## src/rtl/sar_pkg.sv

```systemverilog
// Shared types for the SAR scan controller: FSM state encoding and channel-select width helper.
// Pure declarations; no logic, no latency, no flow control.
package sar_pkg;

    localparam int STATE_W = 2;

    typedef enum logic [STATE_W-1:0] {
        IDLE   = 2'd0,
        SAMPLE = 2'd1,
        CONV   = 2'd2,
        DONE   = 2'd3
    } state_t;

    // A single-input mux still needs a one-bit select port.
    function automatic int ch_width(input int channels);
        return (channels <= 1) ? 1 : $clog2(channels);
    endfunction

endpackage

```

## src/rtl/sar_bit_engine.sv

```systemverilog
// Successive-approximation bit search: start loads an empty trial and MSB mask, each step resolves one bit.
// WIDTH steps per code; done flags the final step, where code carries the finished result; no backpressure.
module sar_bit_engine #(
    parameter int WIDTH = 12
) (
    input  logic             clk,
    input  logic             rst,
    input  logic             start,
    input  logic             step,
    input  logic             cmp,
    output logic [WIDTH-1:0] value,
    output logic [WIDTH-1:0] code,
    output logic             done
);

    localparam logic [WIDTH-1:0] MSB = {1'b1, {(WIDTH-1){1'b0}}};

    logic [WIDTH-1:0] trial;
    logic [WIDTH-1:0] mask;

    always_ff @(posedge clk) begin
        if (rst) begin
            trial <= '0;
            mask  <= '0;
        end else if (start) begin
            trial <= '0;
            mask  <= MSB;
        end else if (step) begin
            if (cmp) begin
                trial <= trial | mask;
            end
            mask <= mask >> 1;
        end
    end

    // The comparator answers for the current trial within the cycle, so the
    // last decision is folded into code combinationally rather than waiting a cycle.
    always_comb begin
        value = step ? (trial | mask) : '0;
        code  = cmp ? (trial | mask) : trial;
        done  = step && mask[0];
    end

endmodule

```

## src/rtl/sar_scan_controller.sv

```systemverilog
// Multi-channel SAR ADC sequencer: scans enabled channels, averages 2^AVG_LOG2 codes each, one-shot or continuous.
// 2^AVG_LOG2*(SAMPLE_CYCLES+WIDTH)+1 cycles per channel; go is ignored while busy, results are not back-pressured.
module sar_scan_controller
    import sar_pkg::*;
#(
    parameter int WIDTH         = 12,
    parameter int CHANNELS      = 4,
    parameter int AVG_LOG2      = 0,
    parameter int SAMPLE_CYCLES = 2,
    localparam int CH_W         = ch_width(CHANNELS)
) (
    input  logic                clk,
    input  logic                rst,
    input  logic                go,
    input  logic                continuous,
    input  logic [CHANNELS-1:0] ch_en,
    input  logic                cmp,
    output logic                sample,
    output logic [CH_W-1:0]     mux_sel,
    output logic [WIDTH-1:0]    value,
    output logic                valid,
    output logic [WIDTH-1:0]    result,
    output logic [CH_W-1:0]     result_ch,
    output logic                busy
);

    localparam int REPS   = 1 << AVG_LOG2;
    localparam int ACC_W  = WIDTH + AVG_LOG2;
    localparam int REP_W  = AVG_LOG2 + 1;
    localparam int SCNT_W = $clog2(SAMPLE_CYCLES + 1);

    state_t state;
    state_t state_next;

    logic [CHANNELS-1:0] scan_mask;
    logic [ACC_W-1:0]    acc;
    logic [ACC_W-1:0]    acc_sum;
    logic [ACC_W-1:0]    acc_avg;
    logic [REP_W-1:0]    rep;
    logic [SCNT_W-1:0]   scnt;

    logic             eng_start;
    logic             eng_step;
    logic             eng_done;
    logic [WIDTH-1:0] eng_code;

    logic             latch_mask;
    logic             ch_load;
    logic             clear_acc;
    logic [CH_W-1:0]  ch_target;
    logic             rep_last;
    logic             sample_last;

    logic [CH_W-1:0]  en_low;
    logic [CH_W-1:0]  mask_low;
    logic [CH_W-1:0]  next_idx;
    logic             have_next;

    sar_bit_engine #(
        .WIDTH (WIDTH)
    ) u_engine (
        .clk   (clk),
        .rst   (rst),
        .start (eng_start),
        .step  (eng_step),
        .cmp   (cmp),
        .value (value),
        .code  (eng_code),
        .done  (eng_done)
    );

    // Channel pickers: descending loops so the lowest qualifying index wins.
    always_comb begin
        en_low    = '0;
        mask_low  = '0;
        next_idx  = '0;
        have_next = 1'b0;
        for (int i = CHANNELS - 1; i >= 0; i--) begin
            if (ch_en[i]) begin
                en_low = CH_W'(i);
            end
            if (scan_mask[i]) begin
                mask_low = CH_W'(i);
            end
            if (scan_mask[i] && (i > int'(mux_sel))) begin
                next_idx  = CH_W'(i);
                have_next = 1'b1;
            end
        end
    end

    assign rep_last    = (rep == REP_W'(REPS - 1));
    assign sample_last = (scnt == SCNT_W'(SAMPLE_CYCLES - 1));
    assign acc_sum     = acc + ACC_W'(eng_code);
    assign acc_avg     = acc_sum >> AVG_LOG2;

    always_ff @(posedge clk) begin
        if (rst) begin
            state <= IDLE;
        end else begin
            state <= state_next;
        end
    end

    always_comb begin
        state_next = state;
        sample     = 1'b0;
        valid      = 1'b0;
        busy       = 1'b1;
        eng_start  = 1'b0;
        eng_step   = 1'b0;
        latch_mask = 1'b0;
        ch_load    = 1'b0;
        clear_acc  = 1'b0;
        ch_target  = '0;
        case (state)
            IDLE: begin
                busy = 1'b0;
                if (go && (ch_en != '0)) begin
                    state_next = SAMPLE;
                    latch_mask = 1'b1;
                    ch_load    = 1'b1;
                    ch_target  = en_low;
                    clear_acc  = 1'b1;
                end
            end
            SAMPLE: begin
                sample    = 1'b1;
                eng_start = 1'b1;
                if (sample_last) begin
                    state_next = CONV;
                end
            end
            CONV: begin
                eng_step = 1'b1;
                if (eng_done) begin
                    state_next = rep_last ? DONE : SAMPLE;
                end
            end
            DONE: begin
                valid = 1'b1;
                if (have_next) begin
                    state_next = SAMPLE;
                    ch_load    = 1'b1;
                    ch_target  = next_idx;
                    clear_acc  = 1'b1;
                end else if (continuous) begin
                    state_next = SAMPLE;
                    ch_load    = 1'b1;
                    ch_target  = mask_low;
                    clear_acc  = 1'b1;
                end else begin
                    state_next = IDLE;
                end
            end
            default: state_next = IDLE;
        endcase
    end

    always_ff @(posedge clk) begin
        if (rst) begin
            scan_mask <= '0;
            mux_sel   <= '0;
            acc       <= '0;
            rep       <= '0;
            scnt      <= '0;
            result    <= '0;
            result_ch <= '0;
        end else begin
            if (latch_mask) begin
                scan_mask <= ch_en;
            end
            if (ch_load) begin
                mux_sel <= ch_target;
            end
            if (state == SAMPLE) begin
                scnt <= sample_last ? '0 : scnt + 1'b1;
            end else begin
                scnt <= '0;
            end
            if (clear_acc) begin
                acc <= '0;
                rep <= '0;
            end else if (eng_done) begin
                acc <= acc_sum;
                rep <= rep + 1'b1;
                if (rep_last) begin
                    result    <= acc_avg[WIDTH-1:0];
                    result_ch <= mux_sel;
                end
            end
        end
    end

endmodule

```

## config.mk

```make
export PLATFORM = sky130hd
export DESIGN_NAME = sar_scan_controller
export DESIGN_NICKNAME = d
export VERILOG_FILES = /design/src/rtl/sar_pkg.sv /design/src/rtl/sar_bit_engine.sv /design/src/rtl/sar_scan_controller.sv
export SDC_FILE = /design/constraint.sdc
export NUM_CORES = 1
export LEC_CHECK = 0
export ABC_AREA = 1
export CAP_MARGIN = 20
export CORE_ASPECT_RATIO = 2
export CORE_MARGIN = 2
export CORE_UTILIZATION = 50
export DETAILED_ROUTE_END_ITERATION = 16
export GPL_TIMING_DRIVEN = 0
export PLACE_DENSITY = 0.78
export SYNTH_ARGS = -nofsm -noshare
export SYNTH_HDL_FRONTEND = slang
export SYNTH_SLANG_ARGS = --single-unit
```

## constraint.sdc

```tcl
create_clock -name clk -period 2.5 [get_ports clk]
set_clock_uncertainty 0.2 [all_clocks]
set_input_delay 0.5 -clock clk [delete_from_list [all_inputs] [get_ports clk]]
set_output_delay 0.5 -clock clk [all_outputs]
set_load 0.01 [all_outputs]
```

==> results.py, run 1 <==
metrics = {
    "run": {
        "max_cap_violations": 0,
    },
    "finish": {
        "final_area_sq_um": 4230,
        "nFillCells": 606,
        "antenna_cells": 0,
        "nNetsFinal": 573,
        "synthToLayoutAreaGrowth_pct": 25.0,
        "utilization_pct": 64.4,
        "layout.cells.non_filler": 638,
        "drive_gt1_share_pct": 11.5,
    },
    "synthesis": {
        "yosysSeqAreaShare_pct": 36.1,
        "ys_warn_count": 0,
        "syn-cell-area_sq_um": 3380,
        "ys_types": 33,
        "synth_cells": 492,
        "syn_area_per_cell_sq_um": 6.87,
        "ys_seq_elements": 61,
        "syn_nets": 519,
    },
    "clock_tree": {
        "root_buffer": "clkbuf_16",
        "path_clk_slew_ns": 0.05,
        "cts-buffers-inserted": 9,
        "htreeDepth": 3,
        "clk_latency_ns": 0.33,
        "hold_buffers": 0,
        "clock_sinks": 61,
        "tritoncts": "built",
        "clk_path_buf_depth": 2,
    },
    "pwr": {
        "power.switching_mw": 1.24,
        "power.total_mw": 3.50,
        "p_seq_share_pct": 34.9,
        "p_sw_share_pct": 35.6,
        "ir_worst_vdd_v": 0.000572,
        "p_leak_nw": 1.86,
        "p_comb_share_pct": 33.5,
        "clkPwrFrac_pct": 31.6,
        "power_density_nw_per_um2": 826,
        "internal_power_mw": 2.25,
    },
    "outcome": {
        "status": "completed",
    },
    "place": {
        "gp_congestion": 0.927,
        "dp_hpwl_um": 6560,
        "port_buffers": 39,
        "placed_cells": 619,
        "placed_cell_area_sq_um": 3880,
    },
    "sta": {
        "post-route-period-util_pct": 96.6,
        "max_slew_margin_pct": 64.9,
        "maxSlewViolCount": 0,
        "period_needed_ns": 2.42,
        "rsz0062_at_grt": "false",
        "finalHoldViolCount": 0,
        "tightest_slew_ns": 0.526,
        "whs_ns": 0.218,
        "fmax_ghz": 0.414,
        "setup_viol": 0,
    },
    "worst_setup_path": {
        "slowest_delay_ns": 0.34,
        "start_kind": "flop",
        "critPathRequiredTime_ns": 1.80,
        "timing.rr.start": "u_engine.mask[0]",
        "crit_path_end_kind": "primary output",
        "critPathMostFrequentCell": "inv_2",
        "crit_fanout": 10,
        "cp.arrival_ns": 1.72,
        "r2r_slack_ns": 0.27,
        "crit_chain": "inv_2, ha_4, inv_2, clkbuf_4, a21oi_1, dlygate4sd2_1",
        "path_class": "flop to primary output",
        "r2r_end": "result[6]",
        "reg2reg_depth": 15,
        "slowest_stage": "dfxtp_2",
    },
    "die": {
        "core_sq_um": 6570,
        "initial_core_util_pct": 51.5,
        "fp.dieW_um": 62.2,
        "floorplan.rows": 42,
        "io_pins": 40,
        "die_area_sq_um": 7480,
        "die-height_um": 120,
    },
    "global_routing": {
        "grt_pass1_vias": 3329,
        "antenna_found_initial": 0,
        "gr-total-overflow": 0,
        "grt_max_degree": 11,
        "track_usage_pct": 24.0,
        "grt_pass1_wl_um": 14300,
    },
    "min_path": {
        "hold_start": "scnt[0]",
        "whs_path_depth": 1,
        "min_path_type": "flop to flop",
        "holdPathEnd": "scnt[0]",
    },
    "detailed_routing": {
        "drtIter0Drc": 188,
        "post-route-drc-count": 0,
        "via_per_inst": 5.13,
        "final_antenna_net_count": 0,
        "dr_total_vias": 3274,
        "first_pass_iters": 4,
        "avgRoutedWirePerCell_um": 13.2,
        "wl_um": 8450,
    },
}
[flip-flops by register name, indices dropped and copies added, names as in the netlist]
register        cells
scan_mask           4
u_engine.trial     12
rep                 1
mux_sel             2
result_ch           2
result             12
acc                12
scnt                2
state               2
u_engine.mask      12
[final cells by class]
type	instances	area, sq um	share of cell area, %
Multi-Input combinational cell	337	1840	43.4
Sequential cell	61	1220	28.9
Timing Repair Buffer	43	402	9.50
Inverter	77	289	6.83
Clock buffer	13	250	5.92
Tap cell	88	110	2.60
Buffer	17	109	2.57
Clock inverter	2	10.0	0.237
[cells by family (layout without fill, tap and decap cells)]
group | Yosys count | after routing | synth area share, %
fa+ha+maj | 18 | 18 | 6.88
compound gates | 111 | 111 | 18.5
xor+xnor | 4 | 4 | 1.04
flops | 61 | 61 | 36.1
simple gates | 204 | 204 | 26.2
buf+inv | 94 | 152 | 11.2
[repair_timing]
item	in CTS	in global routing
resized for setup	33	6
buffers inserted	1	3
setup endpoints to repair	34	16
pin swaps	2	6
[power groups by stage]
stage	combinational, mW	clock, mW	sequential, mW
CTS	1.17	1.11	1.22
global placement	1.11	0	1.23
global route	1.30	1.15	1.24
detailed placement	1.14	0	1.23
floorplan	0.777	0	1.22
finish	1.17	1.10	1.22
[per-layer routing]
layer	wire length, um	vias up	GRT usage [%]	part of all wire (%)
met5	0	-	0	0
met4	273	0	14.0	3.2
met3	274	16	5.12	3.2
met2	4730	70	46.6	56
met1	3170	1500	22.6	38
li1	-	1688	-	-
[synth_stat cells (all sizes together)]
cell	count	share of area (%)
a211oi	4	0.89
a21oi	59	9.8
a31oi	2	0.37
buf	7	1.6
clkbuf	10	1.1
clkinv	1	0.11
dfxtp	61	36
fa	1	0.59
ha	17	6.3
inv	76	8.4
nand2	110	13
nand3	23	3.6
nand3b	8	1.8
nand4	4	0.92
nor2	56	6.4
nor3	1	0.15
o211ai	3	0.81
o21a	2	0.44
o21ai	40	5.9
o21bai	1	0.22
or2	2	0.37
xnor2	1	0.26
xor2	3	0.78
[how the worst max path moves through the flow]
stage                   from         to  slack [ns]  cells past startpoint
floorplan                cmp  result[8]        0.05                     16
global placement         cmp  result[8]       -0.89                     17
detailed placement       cmp  result[6]       -1.00                     17
CTS                      cmp  result[6]       0.004                     17
global route        state[0]   value[4]        0.03                      6
finish              state[0]   value[6]        0.08                      6
[per-stage QoR]
step | setup slack (ns) | setup TNS [ns]
after floorplan | 0.0517 | 0
after global placement | -0.890 | -15.11
after detailed placement | -1.00 | -16.83
after CTS | 0.00439 | 0
after global routing | 0.0312 | 0
final | 0.0841 | 0
[layout by cell type (no fill, tap or decap), types with 9 or more instances in the layout]
cell,count
inv_1,71
clkdlybuf4s50_1,26
nand2_1,103
dlygate4sd2_1,11
dfxtp_1,59
ha_1,15
a21oi_1,48
nor2_1,55
nand3_1,21
o21ai_0,39
a21oi_2,11
clkbuf_16,9
clkbuf_1,10
[worst max-delay path: cells and delay by family, from the launching register on]
family                   cells  cell delay [ns]
AO/OA/AOI/OAI                1             0.16
adder cells (fa/ha/maj)      1             0.21
buffers and inverters        4             0.67
flip-flops                   1             0.34
Note: power is estimated with default switching activity, not from simulation.
==> run 2, diff against run 1 <==
--- a/config.mk
+++ b/config.mk
@@ -8,11 +8,9 @@
 export ABC_AREA = 1
 export CAP_MARGIN = 20
 export CORE_ASPECT_RATIO = 2
-export CORE_MARGIN = 2
 export CORE_UTILIZATION = 50
 export DETAILED_ROUTE_END_ITERATION = 16
-export GPL_TIMING_DRIVEN = 0
-export PLACE_DENSITY = 0.78
+export PLACE_DENSITY = 0.75
 export SYNTH_ARGS = -nofsm -noshare
 export SYNTH_HDL_FRONTEND = slang
 export SYNTH_SLANG_ARGS = --single-unit
==> run 2 against run 1 <==
  * First-iteration DRC count shrank 26%
  * Register-to-register slack got worse by 0.06 ns
  * Sequential power hardly changed
  * Design area grew 2.5%
  * Flip-flop and latch count unchanged
  * Combinational power barely moved
  * Hold slack gained 0.0054 ns
  * Clock-buffer cell count rose by 2
  * Critical path depth shrank 2
  * Utilization is 1.6 points higher
  * Sequential share of layout area is 0.75 points lower
  * Critical endpoint is now busy
  * Largest cell class unchanged
==> results.py, run 2 (synthesis gave the netlist of run 1 again) <==
metrics = {
    "outcome": {
        "status": "completed",
    },
    "global_routing": {
        "grt_pass1_vias": 3087,
        "antenna_found_initial": 0,
        "track_usage_pct": 25.7,
        "gr-total-overflow": 0,
        "grt_max_degree": 25,
        "grt_pass1_wl_um": 13600,
    },
    "die": {
        "core_sq_um": 6570,
        "fp.dieW_um": 60.2,
        "die_area_sq_um": 7120,
        "floorplan.rows": 42,
        "io_pins": 40,
        "die-height_um": 118,
        "initial_core_util_pct": 51.5,
    },
    "sta": {
        "maxSlewViolCount": 0,
        "finalSetupTns_ns": 0,
        "tightest_slew_ns": 0.461,
        "finalHoldViolCount": 0,
        "setup_viol": 0,
        "whs_ns": 0.224,
        "fin_ws_ns": 0.151,
        "post-route-period-util_pct": 94.0,
        "period_needed_ns": 2.35,
        "max_slew_margin_pct": 69.3,
        "fmax_ghz": 0.426,
    },
    "detailed_routing": {
        "avgRoutedWirePerCell_um": 12.8,
        "wl_um": 8260,
        "post-route-drc-count": 0,
        "final_antenna_net_count": 0,
        "first_pass_iters": 4,
        "dr_total_vias": 3246,
        "via_per_inst": 5.02,
        "drtIter0Drc": 140,
    },
    "pwr": {
        "p_leak_nw": 2.07,
        "ir_worst_vdd_v": 0.000636,
        "power.total_mw": 3.53,
        "power_density_nw_per_um2": 814,
    },
    "worst_setup_path": {
        "crit_path_end_kind": "primary output",
        "critPathRequiredTime_ns": 1.80,
        "path_class": "flop to primary output",
        "cp-startpoint": "state[0]",
        "r2r_end": "result[8]",
        "cp.arrival_ns": 1.65,
        "start_kind": "flop",
        "slowest_delay_ns": 0.52,
        "slowest_stage": "clkdlybuf4s50_1",
        "crit_chain": "inv_2, ha_1, inv_1, clkdlybuf4s50_1",
        "crit_fanout": 5,
        "r2r_slack_ns": 0.21,
        "reg2reg_depth": 15,
        "timing.rr.start": "u_engine.mask[0]",
    },
    "place": {
        "port_buffers": 39,
        "pre_cts_slack_ns": -0.524,
        "gp_congestion": 0.974,
        "dp_hpwl_um": 6270,
    },
    "clock_tree": {
        "hold_buffers": 0,
        "htreeDepth": 3,
        "path_clk_slew_ns": 0.05,
        "tritoncts": "built",
        "clk_path_buf_depth": 2,
        "clk_latency_ns": 0.33,
        "clock_sinks": 61,
        "root_buffer": "clkbuf_16",
        "cts-buffers-inserted": 9,
    },
    "finish": {
        "nNetsFinal": 581,
        "utilization_pct": 66.0,
        "nFillCells": 612,
        "final_common_cell": "nand2_1",
        "drive_gt1_share_pct": 13.1,
        "synthToLayoutAreaGrowth_pct": 28.2,
        "antenna_cells": 0,
        "mostFrequentLayoutCells": "nand2_1 (103), inv_1 (72), dfxtp_1 (60), nor2_1 (54), a21oi_1 (49)",
    },
    "min_path": {
        "whs_path_depth": 1,
        "holdPathEnd": "scnt[0]",
        "hold_start": "scnt[0]",
        "min_path_type": "flop to flop",
    },
    "run": {
        "max_cap_violations": 0,
    },
}
## run 2: cell type report
cell class / instances / area (sq um) / area share [%]
Multi-Input combinational cell: 337 / 1810 / 41.7
Sequential cell: 61 / 1220 / 28.2
Timing Repair Buffer: 67 / 626 / 14.4
Inverter: 77 / 292 / 6.72
Clock buffer: 15 / 268 / 6.17
Tap cell: 88 / 110 / 2.54
Timing Repair inverter: 1 / 7.51 / 0.173
Clock inverter: 1 / 5.00 / 0.115
## run 2: what timing repair did
action                                  in CTS  in global routing
gates cloned                                 1                  0
hold endpoints to repair                     0                  0
endpoints found under the setup margin      31                 15
gates resized for setup                     13                 15
pin swaps                                    1                  1
setup buffers                                0                  1
## run 2: how the worst max path moves through the flow
stage / slack [ns] / depth (start not counted) / endpoint
3_5_place_dp: -0.52 / 16 / result[6]
2_1_floorplan: 0.05 / 16 / result[8]
3_3_place_gp: -0.47 / 16 / result[6]
4_1_cts: 0.01 / 5 / value[6]
5_1_grt: -0.01 / 15 / result[7]
6_report: 0.15 / 4 / busy
## run 2: metal layers
metal  share of wire [%]  vias to the layer above  global-route usage [%]  wire (um)
met2                  55                       51                    45.4       4590
met5                   0                        -                       0          0
met4                 3.0                        0                    13.1        246
met1                  39                     1476                    25.7       3190
li1                    -                     1697                       -          -
met3                 3.0                       22                    6.89        245
## run 2: worst max-delay path, delay by kind of cell, from the launching register on
family                   cells  cell delay, ns
adder cells (fa/ha/maj)      1            0.24
buffers and inverters        3            0.67
flip-flops                   1            0.41
## run 2: report_power, final
part	switching (mW)	total [mW]	internal (mW)	leakage, nW
registers	0.105	1.22	1.11	0.495
logic	0.715	1.19	0.470	1.44
clock network	0.407	1.13	0.723	0.134
## run 2: through the flow
step                std cells  instance area, sq um
floorplan                 492                  3380
finish                    647                  4340
detailed placement        629                  3990
global route              647                  4340
global placement          629                  3990
CTS                       646                  4300
==> run 3, diff against run 2 <==
--- a/config.mk
+++ b/config.mk
@@ -9,8 +9,10 @@
 export CAP_MARGIN = 20
 export CORE_ASPECT_RATIO = 2
 export CORE_UTILIZATION = 50
+export CTS_BUF_LIST = sky130_fd_sc_hd__clkbuf_8
 export DETAILED_ROUTE_END_ITERATION = 16
 export PLACE_DENSITY = 0.75
+export REMOVE_ABC_BUFFERS = 1
 export SYNTH_ARGS = -nofsm -noshare
 export SYNTH_HDL_FRONTEND = slang
 export SYNTH_SLANG_ARGS = --single-unit
==> run 3 against run 2 <==
  * Clock power shrank 29%
  * Utilization shrank 0.25 points
  * Clock-buffer cell count shrank 3
  * First-iteration DRC count shrank 11%
  * Fmax shrank 1.7%
  * Design area shrank 0.38%
  * Wire length grew 0.35%
  * Sequential power is essentially flat
  * Register-to-register slack gained 0.04 ns
  * Largest cell class unchanged
  * Hold slack lost 0.0047 ns
==> results.py, run 3 (synthesis gave the netlist of run 1 again) <==
metrics = {
    "clock_tree": {
        "root_buffer": "clkbuf_8",
        "clock_sinks": 61,
        "clk_latency_ns": 0.35,
        "hold_buffers": 0,
        "htreeDepth": 3,
        "clk_path_buf_depth": 2,
        "tritoncts": "built",
        "cts-buffers-inserted": 9,
        "path_clk_slew_ns": 0.07,
    },
    "detailed_routing": {
        "final_antenna_net_count": 0,
        "top_layer_used": "met4",
        "post-route-drc-count": 0,
        "wirelength_met1_um": 3150,
        "first_pass_iters": 4,
        "wl_met3_um": 253,
        "dr_total_vias": 3302,
        "via_per_inst": 5.10,
        "wl_um": 8290,
        "avgRoutedWirePerCell_um": 12.8,
        "drtIter0Drc": 124,
        "wl_met2_um": 4480,
    },
    "place": {
        "placed_cells": 632,
        "placed_cell_area_sq_um": 4030,
        "pre_cts_slack_ns": -0.549,
        "port_buffers": 39,
        "dp_hpwl_um": 6290,
        "gp_congestion": 0.936,
    },
    "pwr": {
        "p_comb_share_pct": 37.7,
        "p_seq_share_pct": 37.4,
        "ir_worst_vdd_v": 0.000564,
        "internal_power_mw": 2.02,
        "power.switching_mw": 1.20,
        "p_sw_share_pct": 37.2,
        "clkPwrFrac_pct": 24.8,
        "power_density_nw_per_um2": 746,
        "p_leak_nw": 1.95,
        "power.total_mw": 3.22,
    },
    "worst_setup_path": {
        "crit_fanout": 5,
        "critPathRequiredTime_ns": 1.80,
        "start_kind": "flop",
        "cp.arrival_ns": 1.69,
        "crit_path_end_kind": "primary output",
        "path_class": "flop to primary output",
    },
    "sta": {
        "maxSlewViolCount": 0,
        "rsz0062_at_grt": "false",
        "period_needed_ns": 2.39,
        "finalHoldViolCount": 0,
        "setup_viol": 0,
        "post-route-period-util_pct": 95.6,
        "tightest_slew_ns": 0.428,
        "fin_ws_ns": 0.109,
        "fmax_ghz": 0.418,
        "max_slew_margin_pct": 71.4,
    },
    "die": {
        "initial_core_util_pct": 51.5,
        "die-height_um": 118,
        "die_area_sq_um": 7120,
        "floorplan.rows": 42,
        "fp.dieW_um": 60.2,
        "core_sq_um": 6570,
        "io_pins": 40,
    },
    "global_routing": {
        "gr-total-overflow": 0,
        "grt_max_degree": 26,
        "grt_pass1_vias": 3186,
        "grt_pass1_wl_um": 13500,
        "track_usage_pct": 25.1,
        "antenna_found_initial": 0,
    },
    "run": {
        "max_cap_violations": 0,
    },
    "finish": {
        "final_area_sq_um": 4320,
        "antenna_cells": 0,
        "final_common_cell": "nand2_1",
        "mostFrequentLayoutCells": "nand2_1 (100), inv_1 (73), dfxtp_1 (61), nor2_1 (52), a21oi_1 (46)",
        "drive_gt1_share_pct": 17.3,
        "nNetsFinal": 583,
        "layout.cells.non_filler": 648,
        "utilization_pct": 65.8,
        "synthToLayoutAreaGrowth_pct": 27.7,
    },
    "outcome": {
        "status": "completed",
    },
    "min_path": {
        "min_path_type": "flop to flop",
    },
}
-- run 3: final cells by class --
class	instances	area, sq um
Fill cell	596	2250
Clock inverter	3	12.5
Timing Repair Buffer	70	627
Multi-Input combinational cell	337	1890
Sequential cell	61	1220
Clock buffer	12	165
Inverter	77	294
Tap cell	88	110
-- run 3: worst paths after layout --
kind / from / cells past startpoint / slack (ns) / end
min reg2reg: scnt[0] / 1 / 0.22 / scnt[0]
max: state[0] / 4 / 0.11 / busy
min: scnt[0] / 1 / 0.22 / scnt[0]
max reg2reg: u_engine.mask[0] / 15 / 0.25 / result[6]
-- run 3: per-layer routing --
layer / track usage (%) / vias up
met5: 0 / -
met4: 17.4 / 0
met3: 5.91 / 28
met2: 44.3 / 60
met1: 23.7 / 1516
li1: - / 1698
-- run 3: stage by stage --
stage	setup TNS, ns	hold slack (ns)
floorplan	0	0.198
global placement	-8.30	0.207
detailed placement	-9.57	0.216
CTS	0	0.225
global route	0	0.234
finish	0	0.219
-- run 3: power groups by stage --
stage,sequential (mW),combinational [mW],clock [mW]
detailed placement,1.23,1.17,0
CTS,1.21,1.20,0.812
floorplan,1.22,0.709,0
global placement,1.22,1.14,0
finish,1.21,1.22,0.801
global route,1.22,1.35,0.857
-- run 3: critical path: stages, from the launching register on --
cell and delay, ns:
dfxtp_1 0.41, inv_1 0.11, ha_1 0.24, inv_1 0.06
clkdlybuf4s50_1 0.52
-- run 3: repair_timing --
action                     4_1_cts  5_1_grt
setup endpoints to repair       30       17
buffers inserted                 1        0
pin swaps                        2        0
gates resized for setup         37       18
